[src/rtl/bcd_conv_sched_if.sv]
// Request/result bus between the sensor channels, the scheduler and the
// shared binary-to-ASCII converter.
interface bcd_conv_sched_if #(
  parameter int unsigned N_CH = 4
);
  logic [N_CH-1:0]    req;
  logic [14*N_CH-1:0] bin_in;
  logic [N_CH-1:0]    ack;
  logic [31:0]        ascii_out;
  logic               ascii_valid;
  logic [2:0]         chan_id;
  logic               sat_flag;
  logic               timeout_err;
  logic               conv_en;
  logic [13:0]        conv_bin;
  logic               conv_ready;
  logic [31:0]        conv_ascii;

  // Scheduler side
  modport slave (
    input  req, bin_in, conv_ready, conv_ascii,
    output ack, ascii_out, ascii_valid, chan_id, sat_flag, timeout_err,
           conv_en, conv_bin
  );

  // Channel / converter side
  modport master (
    output req, bin_in, conv_ready, conv_ascii,
    input  ack, ascii_out, ascii_valid, chan_id, sat_flag, timeout_err,
           conv_en, conv_bin
  );
endinterface

[src/rtl/bcd_conv_sched.sv]
// Round-robin scheduler sharing one binary-to-ASCII BCD converter among
// N_CH channels. Values above 9999 are clamped; the converter is forced
// idle (conv_en low) between jobs so a stale ready is never accepted.
module bcd_conv_sched #(
  parameter int unsigned N_CH           = 4,
  parameter int unsigned TIMEOUT        = 64,
  parameter int unsigned MASK_CYCLES    = 2,
  parameter int unsigned RELEASE_CYCLES = 2
) (
  input  logic             clk,
  input  logic             rst,
  bcd_conv_sched_if.slave  bus
);

  localparam int unsigned IW      = $clog2(N_CH);
  localparam int unsigned CNT_MAX = (TIMEOUT > RELEASE_CYCLES) ? TIMEOUT : RELEASE_CYCLES;
  localparam int unsigned CW      = $clog2(CNT_MAX + 1);
  localparam logic [13:0] SAT_VAL = 14'd9999;
  localparam logic [31:0] ABORT_ASCII = 32'h3F3F3F3F;

  typedef enum logic [1:0] {
    S_IDLE,
    S_WAIT,
    S_CAPTURE,
    S_RELEASE
  } state_t;

  state_t          r_state;
  logic [2:0]      r_ptr;
  logic [2:0]      r_chan;
  logic            r_sat;
  logic [CW-1:0]   r_cnt;
  logic            r_conv_en;
  logic [13:0]     r_conv_bin;
  logic [N_CH-1:0] r_ack;
  logic            r_valid;
  logic [31:0]     r_ascii;
  logic [2:0]      r_chan_id;
  logic            r_sat_flag;
  logic            r_timeout_err;

  logic            w_gnt_vld;
  logic [2:0]      w_gnt_idx;
  logic [13:0]     w_val;
  logic            w_sat;
  logic            w_accept;
  logic            w_expire;
  logic [N_CH-1:0] w_onehot;

  // Round-robin pick: scan offsets from farthest to nearest so the last
  // hit (the one closest to r_ptr, wrapping upward) wins.
  always_comb begin
    int unsigned idx;
    idx       = 0;
    w_gnt_vld = 1'b0;
    w_gnt_idx = '0;
    for (int unsigned k = 0; k < N_CH; k++) begin
      idx = (32'(r_ptr) + (N_CH - 1 - k)) % N_CH;
      if (bus.req[IW'(idx)]) begin
        w_gnt_vld = 1'b1;
        w_gnt_idx = 3'(idx);
      end
    end
  end

  // Granted channel's value, saturation test on the full 14 bits,
  // WAIT exit conditions (ready beats timeout) and the served channel's ack.
  always_comb begin
    w_val    = bus.bin_in[14*w_gnt_idx +: 14];
    w_sat    = (w_val > SAT_VAL);
    w_accept = bus.conv_ready && (r_cnt >= CW'(MASK_CYCLES));
    w_expire = (r_cnt == CW'(TIMEOUT - 1));
    w_onehot = '0;
    w_onehot[IW'(r_chan)] = 1'b1;
  end

  // Scheduler FSM; every output is registered and set on entry to its state.
  always_ff @(posedge clk or negedge rst) begin
    if (!rst) begin
      r_state       <= S_IDLE;
      r_ptr         <= '0;
      r_chan        <= '0;
      r_sat         <= 1'b0;
      r_cnt         <= '0;
      r_conv_en     <= 1'b0;
      r_conv_bin    <= '0;
      r_ack         <= '0;
      r_valid       <= 1'b0;
      r_ascii       <= '0;
      r_chan_id     <= '0;
      r_sat_flag    <= 1'b0;
      r_timeout_err <= 1'b0;
    end else begin
      case (r_state)
        S_IDLE: begin
          if (w_gnt_vld) begin
            r_chan     <= w_gnt_idx;
            r_sat      <= w_sat;
            r_conv_bin <= w_sat ? SAT_VAL : w_val;
            r_conv_en  <= 1'b1;
            r_cnt      <= '0;
            r_state    <= S_WAIT;
          end else begin
            r_conv_en  <= 1'b0;
          end
        end
        S_WAIT: begin
          if (w_accept || w_expire) begin
            r_ascii       <= w_accept ? bus.conv_ascii : ABORT_ASCII;
            r_timeout_err <= !w_accept;
            r_ack         <= w_onehot;
            r_valid       <= 1'b1;
            r_chan_id     <= r_chan;
            r_sat_flag    <= r_sat;
            r_state       <= S_CAPTURE;
          end else begin
            r_cnt <= r_cnt + CW'(1);
          end
        end
        S_CAPTURE: begin
          r_ack         <= '0;
          r_valid       <= 1'b0;
          r_timeout_err <= 1'b0;
          r_conv_en     <= 1'b0;
          r_ptr         <= (r_chan == 3'(N_CH - 1)) ? 3'd0 : r_chan + 3'd1;
          r_cnt         <= '0;
          r_state       <= S_RELEASE;
        end
        S_RELEASE: begin
          if (r_cnt == CW'(RELEASE_CYCLES - 1)) begin
            r_state <= S_IDLE;
          end else begin
            r_cnt <= r_cnt + CW'(1);
          end
        end
        default: r_state <= S_IDLE;
      endcase
    end
  end

  assign bus.ack         = r_ack;
  assign bus.ascii_out   = r_ascii;
  assign bus.ascii_valid = r_valid;
  assign bus.chan_id     = r_chan_id;
  assign bus.sat_flag    = r_sat_flag;
  assign bus.timeout_err = r_timeout_err;
  assign bus.conv_en     = r_conv_en;
  assign bus.conv_bin    = r_conv_bin;

endmodule
[src/flat_wrapper.sv]
// flat-port wrapper written by rule: the top's interface ports become plain ports
module bcd_conv_sched_flat 
#(
  parameter int unsigned N_CH           = 4,
  parameter int unsigned TIMEOUT        = 64,
  parameter int unsigned MASK_CYCLES    = 2,
  parameter int unsigned RELEASE_CYCLES = 2
)
  (clk, rst, bus_req, bus_bin_in, bus_conv_ready, bus_conv_ascii, bus_ack, bus_ascii_out, bus_ascii_valid, bus_chan_id, bus_sat_flag, bus_timeout_err, bus_conv_en, bus_conv_bin);
  bcd_conv_sched_if #(.N_CH(N_CH)) bus_i ();
  input  logic clk;
  input  logic rst;
  input wire logic [$bits(bus_i.req)-1:0] bus_req;
  input wire logic [$bits(bus_i.bin_in)-1:0] bus_bin_in;
  input wire logic [$bits(bus_i.conv_ready)-1:0] bus_conv_ready;
  input wire logic [$bits(bus_i.conv_ascii)-1:0] bus_conv_ascii;
  output wire logic [$bits(bus_i.ack)-1:0] bus_ack;
  output wire logic [$bits(bus_i.ascii_out)-1:0] bus_ascii_out;
  output wire logic [$bits(bus_i.ascii_valid)-1:0] bus_ascii_valid;
  output wire logic [$bits(bus_i.chan_id)-1:0] bus_chan_id;
  output wire logic [$bits(bus_i.sat_flag)-1:0] bus_sat_flag;
  output wire logic [$bits(bus_i.timeout_err)-1:0] bus_timeout_err;
  output wire logic [$bits(bus_i.conv_en)-1:0] bus_conv_en;
  output wire logic [$bits(bus_i.conv_bin)-1:0] bus_conv_bin;
  assign bus_i.req = bus_req;
  assign bus_i.bin_in = bus_bin_in;
  assign bus_i.conv_ready = bus_conv_ready;
  assign bus_i.conv_ascii = bus_conv_ascii;
  assign bus_ack = bus_i.ack;
  assign bus_ascii_out = bus_i.ascii_out;
  assign bus_ascii_valid = bus_i.ascii_valid;
  assign bus_chan_id = bus_i.chan_id;
  assign bus_sat_flag = bus_i.sat_flag;
  assign bus_timeout_err = bus_i.timeout_err;
  assign bus_conv_en = bus_i.conv_en;
  assign bus_conv_bin = bus_i.conv_bin;
  bcd_conv_sched #(.N_CH(N_CH), .TIMEOUT(TIMEOUT), .MASK_CYCLES(MASK_CYCLES), .RELEASE_CYCLES(RELEASE_CYCLES)) u_core (.clk(clk), .rst(rst), .bus(bus_i));
endmodule
[config.mk]
export PLATFORM = sky130hd
export DESIGN_NAME = bcd_conv_sched_flat
export DESIGN_NICKNAME = d
export VERILOG_FILES = /design/src/rtl/bcd_conv_sched_if.sv /design/src/rtl/bcd_conv_sched.sv /design/src/flat_wrapper.sv
export SDC_FILE = /design/constraint.sdc
export NUM_CORES = 1
export LEC_CHECK = 0
export CORE_ASPECT_RATIO = 0.5
export CORE_UTILIZATION = 45
export DETAILED_ROUTE_END_ITERATION = 8
export PLACE_DENSITY = 0.85
export SLEW_MARGIN = 40
export SYNTH_ARGS = -nofsm -noshare
export SYNTH_HDL_FRONTEND = slang
export SYNTH_SLANG_ARGS = --single-unit
[constraint.sdc]
create_clock -name clk -period 4.5 [get_ports clk]
set_input_delay 0.675 -clock clk [delete_from_list [all_inputs] [get_ports clk]]
set_output_delay 0.675 -clock clk [all_outputs]
set_load 0.1 [all_outputs]
## Word level (Yosys, flattened, before mapping)

Cells that the tools add are included.

| operators by class | value |
|---|---|
| add/sub/neg operators | 5 |
| multipliers | 1 |
| divide/modulo/power cells | 0 |
| $lt $le $gt $ge | 8 |
| equality and inequality tests | 11 |
| shifts and indexed selects | 1 |
| multiplexer cells | 37 |
| bitwise logic cells | 0 |
| reductions and logical operators | 12 |

Operators by type and width:

| kind | count |
|---|---|
| 56-bit by 8-bit indexed part select with 14-bit output | 1 |
| 32-bit two-way mux | 1 |
| 7-bit case mux with 4 select lines | 1 |
| 7-bit two-way mux | 3 |
| 2-bit by 3-bit less-than comparator with 1-bit output (second input constant) | 5 |
| 14-bit > comparator (second input constant) | 1 |
| 14-bit two-way mux | 1 |
| 1-bit two-way mux | 12 |
| 2-bit two-way mux | 5 |
| 3-bit two-way mux | 3 |
| 1-bit binary-select mux with 2-bit select | 4 |
| 2-bit case mux with 4 select lines | 1 |
| 4-bit case mux with 2 select lines | 1 |
| 7-bit by 1-bit adder with 7-bit output (second input constant) | 1 |
| 7-bit by 1-bit equality test with 1-bit output (second input constant) | 1 |
| 7-bit by 6-bit equality test with 1-bit output (second input constant) | 1 |
| 7-bit by 2-bit >= comparator with 1-bit output (second input constant) | 1 |
| 3-bit by 3-bit multiplier with 6-bit output (first input constant) | 1 |
| 2-bit by 1-bit inequality test with 1-bit output (second input constant) | 3 |
| 1-bit case mux with 2 select lines | 3 |
| 2-bit AND reduction | 3 |
| 3-bit AND reduction | 2 |
| 2-bit by 1-bit adder with 2-bit output (second input constant) | 2 |
| 2-bit adder (second input constant) | 2 |
| 12 further kinds | 16 |

| word-level totals | value |
|---|---|
| bits in registers | 72 |
| bits in latches | 0 |
| bits in writable memories | 0 |
| ROM bits | 0 |
| output and inout bits | 57 |
| logic and storage cells | 88 |
| memories | 0 |

## Depth between registers and ports, before layout

| logic depth | value |
|---|---|
| depth after elaboration | 11 |
| gate-level depth with buffers | 10 |
| depth with buffers taken out | 9 |

## Least setup slack after synthesis

OpenSTA, ideal clock, no wires.

| timing path | value |
|---|---|
| path type | in2reg |
| start | input port bus_req[0] |
| end | register u_core.r_conv_bin[0], in the netlist u_core.bus.conv_bin[0] |
| library setup time | 146 ps |
| arrival | 2443 ps |
| required time | 4354 ps |
| path slack | 1911 ps |
| cell stages on the path | 10 |
| buffers on the path | 2 |
| cells stage by stage | nand2_1 a21oi_1 a211oi_1 buf_2 buf_2 mux2i_1 mux2_2 nand4_1 a211oi_1 a21oi_1 |

| between the ends | value |
|---|---|
| word-level cells in the longest chain between the ends | 10 |
| elaborated cells on any way between the ends | 21 |
| classes of those cells | 1 x mul; 1 x order compare; 1 x shift; 17 x mux; 1 x reduce/logical |

RTL lines:

| what | line | RTL |
|---|---|---|
| start, declared | flat_wrapper.sv:13 | `input wire logic [$bits(bus_i.req)-1:0] bus_req;` |
| 1-bit binary-select mux with 2-bit select | bcd_conv_sched.sv:59 | `if (bus.req[IW'(idx)]) begin` |
| 1-bit two-way mux (not written as such) | bcd_conv_sched.sv:59 |  |
| 2-bit two-way mux | bcd_conv_sched.sv:59 |  |
| 3-bit two-way mux (3 in series) | bcd_conv_sched.sv:59 |  |
| 3-bit by 3-bit multiplier with 6-bit output | bcd_conv_sched.sv:69 | `w_val = bus.bin_in[14*w_gnt_idx +: 14];` |
| 56-bit by 8-bit indexed part select with 14-bit output | bcd_conv_sched.sv:69 |  |
| 14-bit > comparator | bcd_conv_sched.sv:70 | `w_sat = (w_val > SAT_VAL);` |
| 14-bit two-way mux | bcd_conv_sched.sv:99 | `r_conv_bin <= w_sat ? SAT_VAL : w_val;` |
| end signal, assigned | bcd_conv_sched.sv:99 |  |
| end, declared | bcd_conv_sched.sv:34 | `logic [13:0] r_conv_bin;` |

Several ways; a longest one is shown, not always the timed one. The select of a mux whose other input is x is not followed.
A chain may end at the register's enable or synchronous reset.

## Worst setup path after layout

| timing path | value |
|---|---|
| start | input port bus_req[1] |
| end | register u_core.r_conv_bin[3], in the netlist u_core.bus.conv_bin[3] |

Same word-level chain as after synthesis.

==> flow_summary.yaml <==
synthesis:
  synth_largest_type_area_fraction_pct: 50.9
  ys.flop_type: "sky130_fd_sc_hd__dfrtp_1"
  synth.ff_latch_count: 70
  synth_top_cell_by_area: "sky130_fd_sc_hd__dfrtp_1"
  postSynthAreaPerCell_sq_um: 11.2
  synth_enable_flop_cells: 0
  synth_top_cells_by_area: "sky130_fd_sc_hd__dfrtp_1 (51%), sky130_fd_sc_hd__mux2i_1 (8.1%), sky130_fd_sc_hd__o22a_1 (6.1%)"
  yosys_warnings: 0
  syn-instance-count: 307
  sequential_fraction_of_the_synthesis_area_pct: 50.9
  synth_nets: 413
  syn_area_sq_um: 3440
  post_synth_num_cell_types: 42
  ys_async_sr_fraction_pct: 100
worst_setup_path:
  critical_path.reg2reg.endpoint: "u_core.r_cnt[5]"
  setup.worst_path.end: "u_core.bus.conv_bin[3]"
  cp_data_arrival_time_ns: 3.24
  cp-startpoint: "bus_req[1]"
  worstSetupEndpointType: "flop"
  r2r_start: "u_core.r_cnt[2]"
  path_delay_family: "compound AO/OA/AOI/OAI gates"
  critPathRequiredTime_ns: 4.67
  setup.reg_to_reg.worst_slack_ns: 1.59
  worst_r2r_path_depth: 9
  timing.critical_path.fanout_max: 27
  critical_path_depth: 9
  worst_path_max_delay_cell: "sky130_fd_sc_hd__a211oi_1"
  critPathBufInv: 2
  worstSetupPathType: "in2reg"
  crit_path_start_kind: "primary input"
  worst_path_largest_cell_delay_ns: 0.59
  critical_path_most_common_cell: "sky130_fd_sc_hd__mux2i_1"
  ordered_cell_list_for_the_critical_path: "clkdlybuf4s50_1, mux2i_1, a211oi_4, buf_4, mux2i_1, mux2_2, nor4_1, a211oi_1, a21oi_1"
sta:
  timing.setup.tns_ns: 0
  layout_worst_path_cycle_share_pct: 68.2
  final.setup_skew_ns: 0.00445
  timing.max_slew.rel_slack_pct: 45.8
  max_slew.worst_pin.slew_ns: 0.811
  final-setup-viol-count: 0
  finalCriticalPeriod_ns: 3.07
  timing.final.max_slew_violations: 0
  timing.fmax_mhz: 326
  final-hold-violation-count: 0
  grt_setup_unrepaired: "no"
clock_network:
  clock_latency_ns: 0.32
  cts.path.max_buffers: 2
  cts_resizes: 0
  cts-buffers-inserted: 9
  clkSlewWorstSetupHoldPaths_ns: 0.05
  clkSinkCount: 70
  postCtsSetupRepairBufs: 0
  htreeDepth: 3
  clock-root-buffer: "sky130_fd_sc_hd__clkbuf_16"
  count_of_hold_fix_buffers_inserted_at_cts: 0
  clock_tree_from_tritoncts: "done"
drt:
  final_antenna_net_count: 0
  vias_per_cell: 5.18
  firstDrtPassIters: 6
  detail_route.drc_violations: 4
  routed_wire_length_per_instance_um: 14.9
  wirelength_um: 8320
  initialDrtViolationCount: 161
  dr_total_vias: 2890
global_route:
  globalRouteTotalUtil_pct: 22.1
  grt_max_degree: 40
  global_route.overflow_total: 0
  antenna_found_initial: 0
  first_global_vias: 2816
  wire_length_of_the_first_global_routing_pass_um: 13800
layout:
  multiInputGateArea_sq_um: 1610
  filler_cell_count: 568
  insertedDiodeCount: 0
  final-seq-area_sq_um: 1750
  drive_gt1_share_pct: 21.2
  layout.nets: 563
  areaGrowthSynthToFinish_pct: 48.2
status:
  result_of_the_run: "finished with violations"
  violated_checks: "design-rule violations"
place:
  buffer_ports.inserted: 150
  dp.final_hpwl_um: 6280
  gpl.final_weighted_congestion: 0.812
die:
  start_util_pct: 46.6
  floorplan.die.width_um: 126
  rows: 22
  fp.coreArea_sq_um: 7380
  top_level_port_count: 152
  die_y_um: 63.8
  die-area_sq_um: 8020
run:
  cap_viol_max_count: 0
hold_path:
  min_delay_worst_type: "in2async"
registers in the layout, summed over array words and instances, names as in the netlist:
| register | cells |
|---|---|
| u_core.bus.ack | 4 |
| u_core.bus.ascii_out | 32 |
| u_core.bus.ascii_valid | 1 |
| u_core.bus.chan_id | 2 |
| u_core.bus.conv_bin | 14 |
| u_core.bus.conv_en | 1 |
| u_core.bus.sat_flag | 1 |
| u_core.bus.timeout_err | 1 |
| u_core.r_chan | 2 |
| u_core.r_cnt | 7 |
| u_core.r_ptr | 2 |
| u_core.r_sat | 1 |
| u_core.r_state | 2 |
cells in the final DEF (no fill, tap or decap), types with 2 or more instances in the layout:
cell                               n
sky130_fd_sc_hd__a21oi_1          12
sky130_fd_sc_hd__a22o_1            8
sky130_fd_sc_hd__a22oi_1           4
sky130_fd_sc_hd__and3_1            2
sky130_fd_sc_hd__buf_2            56
sky130_fd_sc_hd__buf_4             5
sky130_fd_sc_hd__bufinv_16         2
sky130_fd_sc_hd__clkbuf_16         9
sky130_fd_sc_hd__clkbuf_8          3
sky130_fd_sc_hd__clkdlybuf4s50_1  93
sky130_fd_sc_hd__dfrtp_1          70
sky130_fd_sc_hd__ha_1             11
sky130_fd_sc_hd__inv_1             9
sky130_fd_sc_hd__mux2_2           15
sky130_fd_sc_hd__mux2i_1          28
sky130_fd_sc_hd__nand2_1          30
sky130_fd_sc_hd__nand2b_1          2
sky130_fd_sc_hd__nand4_1           3
sky130_fd_sc_hd__nor2_1           20
sky130_fd_sc_hd__nor2_2            2
sky130_fd_sc_hd__nor2b_1           2
sky130_fd_sc_hd__nor3_1            3
sky130_fd_sc_hd__nor4_1            2
sky130_fd_sc_hd__o21ai_0           7
sky130_fd_sc_hd__o21ai_1           7
sky130_fd_sc_hd__o22a_1           24
sky130_fd_sc_hd__o31ai_1           8
sky130_fd_sc_hd__xor2_1            5
metal layers:
| metal | part of all wire (%) | up-vias | GRT usage, % |
|---|---|---|---|
| met5 | 0 | - | 0 |
| met4 | 1.0 | 0 | 7.62 |
| met3 | 3.4 | 8 | 4.27 |
| met2 | 49 | 68 | 36.9 |
| met1 | 46 | 1399 | 28.9 |
| li1 | - | 1415 | - |
how the worst min path moves through the flow:
stage	slack [ns]	cells past startpoint	end
after floorplan	0.38	0	u_core.bus.ack[0]
after global placement	0.45	2	u_core.bus.sat_flag
after detailed placement	0.46	2	u_core.bus.sat_flag
after CTS	0.33	1	u_core.bus.ascii_out[4]
after global routing	0.35	1	u_core.bus.ascii_out[28]
final	0.32	1	u_core.bus.ascii_out[19]
through the flow:
stage	instance area (sq um)	setup WS, ns	cells	hold WS (ns)	util, %
floorplan	3440	1.91	307	0.379	-
global placement	5040	1.26	542	0.447	68.3
detailed placement	4760	1.14	542	0.458	64.6
CTS	5100	1.47	558	0.328	69.1
global route	5100	1.24	558	0.348	69.1
finish	5100	1.43	558	0.319	69.1
synthesized netlist by cell type, drive strengths merged (3+ instances only):
master  instances
dfrtp          70
nand2          30
mux2i          28
o22a           24
nor2           23
mux2           16
o21ai          15
a21oi          12
ha             11
clkbuf         10
inv             9
a22o            8
o31ai           8
buf             5
xor2            5
a22oi           4
nand4           3
nor3            3
layout make-up:
cell class,count,share of cell area (%)
Clock inverter,3,1.28
Multi-Input combinational cell,213,31.6
Inverter,9,0.662
Tap cell,96,2.36
Sequential cell,70,34.3
Timing Repair Buffer,154,24.5
Clock buffer,13,5.30
logic make-up (layout without fill, tap and decap cells):
| kind of cell | Yosys count | in the layout | synth area share, % |
|---|---|---|---|
| AO/OA/AOI/OAI | 79 | 79 | 17.5 |
| XOR/XNOR | 5 | 5 | 1.27 |
| adder cells (fa/ha/maj) | 11 | 11 | 4.00 |
| buffers and inverters | 24 | 179 | 2.84 |
| flip-flops | 70 | 70 | 50.9 |
| multiplexers | 44 | 44 | 13.4 |
| other | 1 | 1 | 0.109 |
| AND/OR/NAND/NOR | 73 | 73 | 9.96 |
Power is left out: the tool's default activity adds up to more than one toggle a clock period on the data nets, which glitch-free logic cannot reach.
==> RTL edit (config.mk and constraints unchanged) <==
`TIMEOUT` is set to 64 in 2 places; all go to 128.
--- a/src/rtl/bcd_conv_sched.sv
+++ b/src/rtl/bcd_conv_sched.sv
@@ -4,5 +4,5 @@
 module bcd_conv_sched #(
   parameter int unsigned N_CH           = 4,
-  parameter int unsigned TIMEOUT        = 64,
+  parameter int unsigned TIMEOUT        = 128,
   parameter int unsigned MASK_CYCLES    = 2,
   parameter int unsigned RELEASE_CYCLES = 2
--- a/src/flat_wrapper.sv
+++ b/src/flat_wrapper.sv
@@ -3,5 +3,5 @@
 #(
   parameter int unsigned N_CH           = 4,
-  parameter int unsigned TIMEOUT        = 64,
+  parameter int unsigned TIMEOUT        = 128,
   parameter int unsigned MASK_CYCLES    = 2,
   parameter int unsigned RELEASE_CYCLES = 2
Formal check against the unedited RTL: no difference found for any inputs over 4 cycles, from zero or initial values and one cycle with rst low; that may be too few to reach the edited logic, so the function may still have changed.
==> RTL edit against the original RTL <==
- sequential share of layout area increased by 0.68 points
- maximum frequency decreased by 8.4%
- final area decreased by 0.54%
- setup slack got worse by 280 ps
- sequential cell count increased by 1
- synthesized area increased by 1.0%
- routed wire length increased by 1.1%
- synthesized cell count increased by 3.6%
- critical path type unchanged
- critical endpoint is now u_core.bus.conv_bin[1]
Power is not shown: default switching activity piles up to over one toggle a cycle in this logic, so the estimate is an artifact.
==> RTL edit: results (changes against the original RTL) <==
logic_synthesis:
  synthTopCellsByCount: "dfrtp_1 (71), o21ai_0 (27), mux2i_1 (26), nand2_1 (26), o22a_1 (24)"
  async_flop_share_pct: 100  # unchanged
  yosysSeqAreaShare_pct: 51.1  # +0.21 points
  synthesis.nets: 424  # +2.7%
  yosys_warnings: 0  # unchanged
  synth_top_flop_cell: "dfrtp_1"
  ys_top_cells_by_area: "dfrtp_1 (51%), mux2i_1 (7.5%), o22a_1 (6.0%), mux2_2 (4.9%), ha_1 (4.0%)"
drt:
  via_per_inst: 5.24  # +1.1%
  wl_per_cell_um: 14.9  # +0.16%
  drtIter0Drc: 180  # +12%
  first_pass_iters: 4  # -2
clocking:
  clock_latency_ps: 320  # about the same
  cts_made_buffers: 9  # unchanged
  cts.clk_slew.worst_paths_ps: 60
  post_cts_resized: 0  # unchanged
  cts_buffer_depth: 2  # unchanged
  cts_setup_buffers: 0  # unchanged
  root_buffer: "clkbuf_16"
  htreeDepth: 3  # unchanged
global_route:
  grt_first_pass_wirelength_um: 13700  # -0.90%
  antenna_found_initial: 0  # unchanged
  grt_pass1_vias: 2936  # +4.3%
  grtUsageMet3_pct: 7.04  # +2.8 points
  grt.total_usage_pct: 21.8  # -0.23 points
  grt_max_degree: 72  # +80%
  grt_util_met1_pct: 26.7  # -2.2 points
  met2_usage_pct: 37.8  # +0.90 points
finish:
  drive_above_1_share_pct: 21.4  # +0.20 points
  nets: 569  # +1.1%
  diodes: 0  # unchanged
  largest_register_ffs: 32  # unchanged
  fillers: 569  # +0.18%
placement:
  place_area_um2: 4760  # -0.18%
  portBuffers: 150  # unchanged
  place_hpwl_um: 6140  # -2.3%
  globalplace.congestion: 0.802  # -1.2%
  dp_slack_ps: 648  # -491 ps
critical_path:
  r2r-start: "u_core.r_cnt[4]"
  cp-startpoint: "bus_req[1]"
  worstPathMaxFanout: 12  # -56%
  crit_family: "compound AO/OA/AOI/OAI gates"
  slowest_delay_ps: 660  # +70 ps
  crit_arrival_ps: 3520  # +280 ps
timing:
  worstMarginPinSlew_ps: 784  # -26.1 ps
  skew_ps: 5.38  # +0.929 ps
flow_run:
  cap_violations: 0  # unchanged
status:
  status: "complete, no violations"
[RTL edit: cell types whose count changed after synthesis, sizes merged, moves of 3 or more]
cell / before / now
a22o: 8 / 12
a22oi: 4 / 0
a31oi: 0 / 3
clkbuf: 10 / 13
nand2: 30 / 27
nand2b: 2 / 6
o21ai: 15 / 27
xor2: 5 / 0
[RTL edit: path summary, 6_finish.rpt]
path,to,slack [ps],cells past startpoint
worst min-delay path,u_core.r_cnt[0],360,1
worst max-delay path,u_core.bus.conv_bin[1],1150,10
min in group clk,u_core.bus.ascii_valid,470,1
worst max register to register,u_core.r_cnt[5],1500,8
max in group asynchronous,u_core.r_ptr[1],3700,1
worst min register to register,u_core.bus.ascii_valid,470,1
[RTL edit: through the flow]
stage / std cells / hold slack (ps) / util, %
2_1_floorplan: 318 / 379 / -
3_3_place_gp: 547 / 461 / 67.9
3_5_place_dp: 547 / 466 / 64.2
4_1_cts: 562 / 377 / 68.2
5_1_grt: 563 / 397 / 68.5
6_report: 563 / 355 / 68.5
[RTL edit: final cells by class]
| cell class | instances | area [um2] | share of cell area [%] |
|---|---|---|---|
| Clock buffer | 10 | 239 | 4.71 |
| Clock inverter | 5 | 57.6 | 1.13 |
| Inverter | 10 | 37.5 | 0.740 |
| Multi-Input combinational cell | 218 | 1590 | 31.3 |
| Sequential cell | 71 | 1780 | 35.0 |
| Tap cell | 96 | 120 | 2.37 |
| Timing Repair Buffer | 153 | 1250 | 24.7 |
[RTL edit: worst register-to-register path: stages (launching register included)]
cell and delay [ps]:
dfrtp_1 410, or4_4 540, nor3_2 220, a21boi_2 140, a31oi_2 270, or2b_1 530
nand2_4 170, or2_0 380, o21ai_0 240
[RTL edit: routing by layer]
| layer | vias to the layer above | routed length [um] |
|---|---|---|
| met3 | 6 | 337 |
| met2 | 73 | 4190 |
| li1 | 1431 | - |
| met4 | 0 | 83 |
| met5 | - | 0 |
| met1 | 1439 | 3800 |
[RTL edit: kinds of logic after synthesis]
family	after synthesis	share of synthesized area, %
AO/OA/AOI/OAI	93	18.8
adder cells (fa/ha/maj)	11	3.96
buffers and inverters	29	3.67
flip-flops	71	51.1
multiplexers	41	12.3
other	1	0.108
AND/OR/NAND/NOR	72	9.97
